## src/rtl/uart_rx_frontend.sv

```systemverilog
// -----------------------------------------------------------------------------
// uart_rx_frontend
//   UART receive front end: a 2-flop synchroniser on the RX pin, a
//   mid-bit-sampling receive FSM driven by a runtime baud divisor, and a small
//   first-word-fall-through FIFO that holds the received bytes and their
//   error flags.
//
// Build option:
//   UART_RX_PARITY_EN  defined   -> 11-bit frame (start, 8 data, even parity,
//                                   stop); rx_parity_err is live.
//                      undefined -> 10-bit 8N1 frame; rx_parity_err is tied 0.
//
// Ports:
//   clk            system clock
//   reset          synchronous, active-high reset
//   rx             asynchronous UART line (idle high)
//   divisor        bit period minus one, in clk cycles (minimum 1)
//   rx_valid       FIFO head is valid
//   rx_ready       consumer pops the head when rx_valid && rx_ready
//   rx_data        head data byte
//   rx_parity_err  head byte had a parity error
//   rx_frame_err   head byte had its stop bit sampled low
//   overflow       sticky: a byte was dropped because the FIFO was full
//   overflow_clr   clears overflow (a same-cycle overflow event wins)
//   busy           a frame is currently being received
// -----------------------------------------------------------------------------
module uart_rx_frontend #(
  parameter int DIV_W      = 16,
  parameter int FIFO_DEPTH = 8
) (
  input  logic             clk,
  input  logic             reset,
  input  logic             rx,
  input  logic [DIV_W-1:0] divisor,
  output logic             rx_valid,
  input  logic             rx_ready,
  output logic [7:0]       rx_data,
  output logic             rx_parity_err,
  output logic             rx_frame_err,
  output logic             overflow,
  input  logic             overflow_clr,
  output logic             busy
);

  localparam int PTR_W = (FIFO_DEPTH > 1) ? $clog2(FIFO_DEPTH) : 1;
  localparam int CNT_W = $clog2(FIFO_DEPTH + 1);
`ifdef UART_RX_PARITY_EN
  localparam int ENTRY_W = 10;  // {frame_err, parity_err, data}
`else
  localparam int ENTRY_W = 9;   // {frame_err, data}
`endif
  localparam logic [CNT_W-1:0] FULL_COUNT = CNT_W'(FIFO_DEPTH);

  // ---------------------------------------------------------------------------
  // Input synchroniser; resets to the idle (high) line level.
  // ---------------------------------------------------------------------------
  logic [1:0] sync_reg;
  logic       rx_s;

  always_ff @(posedge clk) begin
    if (reset) sync_reg <= 2'b11;
    else       sync_reg <= {sync_reg[0], rx};
  end

  assign rx_s = sync_reg[1];

  // ---------------------------------------------------------------------------
  // Receive FSM
  // ---------------------------------------------------------------------------
  typedef enum logic [2:0] {
    ST_IDLE,
    ST_START,
    ST_DATA,
`ifdef UART_RX_PARITY_EN
    ST_PARITY,
`endif
    ST_STOP,
    ST_BREAK   // stop bit was low: wait for the line to go high again
  } state_t;

  state_t             state_reg;
  logic [DIV_W-1:0]   cnt_reg;
  logic [2:0]         bit_reg;
  logic [7:0]         shift_reg;
  logic               cnt_zero;
  logic               push;
  logic [ENTRY_W-1:0] push_data;
`ifdef UART_RX_PARITY_EN
  logic               par_err_reg;
`endif

  assign cnt_zero = (cnt_reg == '0);

  always_ff @(posedge clk) begin
    if (reset) begin
      state_reg   <= ST_IDLE;
      cnt_reg     <= '0;
      bit_reg     <= '0;
      shift_reg   <= '0;
`ifdef UART_RX_PARITY_EN
      par_err_reg <= 1'b0;
`endif
    end else begin
      case (state_reg)
        ST_IDLE: begin
          if (!rx_s) begin
            // Half a bit period lands the start-bit check mid-bit.
            cnt_reg   <= divisor >> 1;
            state_reg <= ST_START;
          end
        end
        ST_START: begin
          if (cnt_zero) begin
            if (rx_s) begin
              state_reg <= ST_IDLE;  // glitch, not a real start bit
            end else begin
              cnt_reg   <= divisor;
              bit_reg   <= 3'd0;
              state_reg <= ST_DATA;
            end
          end else begin
            cnt_reg <= cnt_reg - 1'b1;
          end
        end
        ST_DATA: begin
          if (cnt_zero) begin
            shift_reg[bit_reg] <= rx_s;  // LSB first
            cnt_reg            <= divisor;
            bit_reg            <= bit_reg + 3'd1;
            if (bit_reg == 3'd7) begin
`ifdef UART_RX_PARITY_EN
              state_reg <= ST_PARITY;
`else
              state_reg <= ST_STOP;
`endif
            end
          end else begin
            cnt_reg <= cnt_reg - 1'b1;
          end
        end
`ifdef UART_RX_PARITY_EN
        ST_PARITY: begin
          if (cnt_zero) begin
            // Even parity: the parity bit equals the XOR of the data bits.
            par_err_reg <= rx_s ^ (^shift_reg);
            cnt_reg     <= divisor;
            state_reg   <= ST_STOP;
          end else begin
            cnt_reg <= cnt_reg - 1'b1;
          end
        end
`endif
        ST_STOP: begin
          if (cnt_zero) begin
            // The entry is pushed combinationally on this edge (see push).
            state_reg <= rx_s ? ST_IDLE : ST_BREAK;
          end else begin
            cnt_reg <= cnt_reg - 1'b1;
          end
        end
        ST_BREAK: begin
          if (rx_s) state_reg <= ST_IDLE;
        end
        default: state_reg <= ST_IDLE;
      endcase
    end
  end

  // Pushing on the stop-sample edge makes the entry visible one cycle later.
  assign push = (state_reg == ST_STOP) && cnt_zero;
`ifdef UART_RX_PARITY_EN
  assign push_data = {~rx_s, par_err_reg, shift_reg};
`else
  assign push_data = {~rx_s, shift_reg};
`endif

  assign busy = (state_reg != ST_IDLE);

  // ---------------------------------------------------------------------------
  // RX FIFO (first-word fall-through, registered head)
  // ---------------------------------------------------------------------------
  logic [ENTRY_W-1:0] mem [FIFO_DEPTH];
  logic [PTR_W-1:0]   wr_ptr_reg, rd_ptr_reg, rd_ptr_next;
  logic [CNT_W-1:0]   count_reg, count_next;
  logic [ENTRY_W-1:0] head_reg;
  logic               valid_reg;
  logic               overflow_reg;
  logic               full, pop, push_ok, ovf_event;

  assign full      = (count_reg == FULL_COUNT);
  assign pop       = valid_reg && rx_ready;
  // A pop in the same cycle frees a slot for a push into a full FIFO.
  assign push_ok   = push && (!full || pop);
  assign ovf_event = push && full && !pop;

  always_comb begin
    rd_ptr_next = pop ? rd_ptr_reg + 1'b1 : rd_ptr_reg;
    count_next  = count_reg;
    case ({push_ok, pop})
      2'b10:   count_next = count_reg + 1'b1;
      2'b01:   count_next = count_reg - 1'b1;
      default: count_next = count_reg;
    endcase
  end

  always_ff @(posedge clk) begin
    if (push_ok) mem[wr_ptr_reg] <= push_data;
  end

  always_ff @(posedge clk) begin
    if (reset) begin
      wr_ptr_reg   <= '0;
      rd_ptr_reg   <= '0;
      count_reg    <= '0;
      head_reg     <= '0;
      valid_reg    <= 1'b0;
      overflow_reg <= 1'b0;
    end else begin
      if (push_ok) wr_ptr_reg <= wr_ptr_reg + 1'b1;
      rd_ptr_reg <= rd_ptr_next;
      count_reg  <= count_next;
      valid_reg  <= (count_next != '0);
      // When the next head is the slot being written now, bypass the array.
      if (count_next != '0) begin
        if (push_ok && (rd_ptr_next == wr_ptr_reg)) head_reg <= push_data;
        else                                        head_reg <= mem[rd_ptr_next];
      end
      if (ovf_event)         overflow_reg <= 1'b1;
      else if (overflow_clr) overflow_reg <= 1'b0;
    end
  end

  assign rx_valid     = valid_reg;
  assign rx_data      = head_reg[7:0];
  assign rx_frame_err = head_reg[ENTRY_W-1];
`ifdef UART_RX_PARITY_EN
  assign rx_parity_err = head_reg[8];
`else
  assign rx_parity_err = 1'b0;
`endif
  assign overflow = overflow_reg;

endmodule

```

## config.mk

```make
export PLATFORM = sky130hd
export DESIGN_NAME = uart_rx_frontend
export DESIGN_NICKNAME = d
export VERILOG_FILES = /design/src/rtl/uart_rx_frontend.sv
export SDC_FILE = /design/constraint.sdc
export NUM_CORES = 1
export LEC_CHECK = 0
export ABC_AREA = 1
export CAP_MARGIN = 20
export CORE_AREA = 4 4 138 140
export DETAILED_ROUTE_END_ITERATION = 10
export DIE_AREA = 0 0 142 144
export REMOVE_ABC_BUFFERS = 1
export SETUP_SLACK_MARGIN = 0.05
export SYNTH_ARGS = -nofsm -noshare
export SYNTH_HDL_FRONTEND = slang
export SYNTH_SLANG_ARGS = --single-unit
```

## constraint.sdc

```tcl
create_clock -name clk -period 3.1 [get_ports clk]
set_input_delay 0.62 -clock clk [delete_from_list [all_inputs] [get_ports clk]]
set_output_delay 0.62 -clock clk [all_outputs]
set_load 0.01 [all_outputs]
```

==> out/qor.yml <==
run_status: "completed"
final_common_cell: "nand2_1"
rsz0062_at_grt: "no"
num_io_pins: 34
max_cap_violations: 0
p_leak_nw: 3.201
avgRoutedWirePerCell_um: 14.09
worstPathMaxFanout: 5
fin_skew_ps: 8.293
grt_max_degree: 37
cts_root_buffer: "clkbuf_16"
gp_congestion: 0.8285
synth_edf_count: 72
grt_pass1_vias: 4960
start_kind: "flip-flop"
dieArea_um2: 20450
nNetsFinal: 844
synth_area_leader_cell: "edfxtp_1"
yosysSeqAreaShare_pct: 52.14
setup_ws_ps: 292.2
largest_register_ffs: 72
setup.worst_path.end_class: "flip-flop"
max_freq_mhz: 356.2
antenna_found_initial: 0
clk_latency_ps: 420
syn_inst: 749
crit_chain: "nor2_1, nand3_4, nor3_4, nand2_2, clkinv_2, nand3b_1, ha_2, nand2_1, inv_1, nor2_2, ha_1, mux2i_1, nand2_1, nor2_2, nand3_2, buf_4, nand2_1, a21oi_1"
syn2layout_area_growth_pct: 22.26
stdcell_count: 1056
core-area_um2: 17840
start_util_pct: 34.65
max_stage_delay_ps: 350
grt-ovfl-total: 0
power.density_nw_per_um2: 703.9
yosysUniqueCellTypes: 39
hold_class: "reg -> reg"
synth_xor_area_share_pct: 1.558
htreeDepth: 4
drc: 0
die_w_um: 142
clkTransAtPathRegs_ps: 60
hold_violations: 0
worst_slew_pin_slew_ps: 667.0
synth-adder-area-share_pct: 1.619
row_count: 49
hpwlAfterDp_mm: 10.06
setup-violations-final: 0
synthDominantCellAreaShare_pct: 34.97
critPathArrivalTime_ps: 3110
synthesis.area_um2: 6182
yosysWarnings: 0
ys_seq_elements: 125
grtUsageTotal_pct: 15.27
synth_ff_type: "edfxtp_1"
vdd_ir_drop_max_mv: 0.4092
period_share_pct: 90.57
layout_common_cells: "nand2_1, nor2_1, edfxtp_1"
slew_violations: 0
ys_async_sr_fraction_pct: 0
drive_gt1_share_pct: 14.15
synth.avg_cell_area_um2: 8.254
vias_per_cell: 4.889
numCtsBuffers: 17
muxShareOfSynthArea_pct: 0.1619
drt_iter0_markers: 265
diodes: 0
preCtsSetupSlack_ps: -221.6
layout_min_cycle_time_ps: 2808
cp_common_cell: "nand2_1"
die_h_um: 144
cts_sinks: 125
cts_tree: "yes"
required_ps: 3400
ant_nets: 0
finalPower_w: 0.005321
tns_ps: 0
maxSlewHeadroom_pct: 55.48
synth_top_family_by_area: "simple AND/OR/NAND/NOR gates"
synthSimpleGateAreaFrac_pct: 30.32
yosys-top-cells-area: "edfxtp_1, dfxtp_1, nand2_1, nand3_1, nor2_1"
cts_buffer_depth: 2
cp_slowest_cell: "dfxtp_1"
critical_path_class: "reg -> reg"
drtPass1Iterations: 5
synth_compound_area_share_pct: 7.792
portBuffers: 32
dp_cells: 1020
wl_mm: 14.88
grt_pass1_wl_mm: 24.47
vias: 5163
fillers: 1764
## routing by layer
metal	GRT usage (%)	share of wire, %
met5	0	0
met4	5.505	1.9
met3	3.175	4.6
met2	25.96	49
met1	19.30	45
## cell type report
type                    instances  area [um2]  area share [%]
inverters                      57       215.2           2.847
clock inverters                13       167.7           2.218
clock buffers                  18       429.2           5.678
multi-input cells             541        2596           34.35
flip-flops and latches        125        3223           42.64
repair buffers                 73       640.6           8.475
well taps                     229       286.5           3.791
## final timing paths
kind | start | endpoint | slack [ps] | depth (start not counted)
setup reg to reg | cnt_reg[5] | head_reg[5] | 290 | 18
setup / recovery | cnt_reg[5] | head_reg[5] | 290 | 18
hold / removal | sync_reg[0] | sync_reg[1] | 410 | 1
hold reg to reg | sync_reg[0] | sync_reg[1] | 410 | 1
## repair_timing
action | 4_1_cts | 5_1_grt
endpoints found under the setup margin | 6 | 10
hold buffers | 0 | 0
buffers inserted | 2 | 3
pin swaps | 2 | 3
gates resized for setup | 4 | 5
## worst max-delay path: cells and delay by family, from the launching register on
kind	cells	cell delay, ps
buffers and inverters	3	300
AND/OR/NAND/NOR	11	1340
flip-flops	1	350
adder cells (fa/ha/maj)	2	470
multiplexers	1	180
AO/OA/AOI/OAI	1	60
## cell families after synthesis
logic type	after synthesis
flops	125
fa+ha+maj	8
buf+inv	83
simple gates	429
xor+xnor	11
other cells	1
compound gates	91
mux	1
## through the flow
step	instance area [um2]	utilization, %	hold slack [ps]
detailed placement	6894	38.64	403.2
CTS	7513	42.11	420.7
global placement	6894	38.64	390.9
global route	7559	42.37	453.1
finish	7559	42.37	414.4
floorplan	6005	-	389.5
## cell usage after synthesis (3+ instances only)
| cell type | instances |
|---|---|
| a21oi_1 | 24 |
| buf_4 | 5 |
| nand3_1 | 69 |
| inv_1 | 49 |
| dfxtp_1 | 53 |
| nand4_1 | 7 |
| nand3_2 | 3 |
| o21ai_1 | 12 |
| nand2_1 | 213 |
| clkbuf_1 | 6 |
| xor2_1 | 8 |
| nor3_1 | 20 |
| nor2_2 | 5 |
| o21ai_0 | 45 |
| buf_6 | 7 |
| ha_1 | 8 |
| inv_2 | 6 |
| xnor2_1 | 3 |
| edfxtp_1 | 72 |
| nor2_1 | 87 |
| buf_2 | 7 |
| o211ai_1 | 5 |
| or2_2 | 4 |
| nand2_2 | 13 |
## report_power, final
part           total [W]  switching, W  internal, W
Combinational    0.00139      0.000881     0.000513
Clock            0.00199      0.000725      0.00126
Sequential       0.00194     0.0000998      0.00184
No activity file was read; power rests on OpenSTA's default activity.
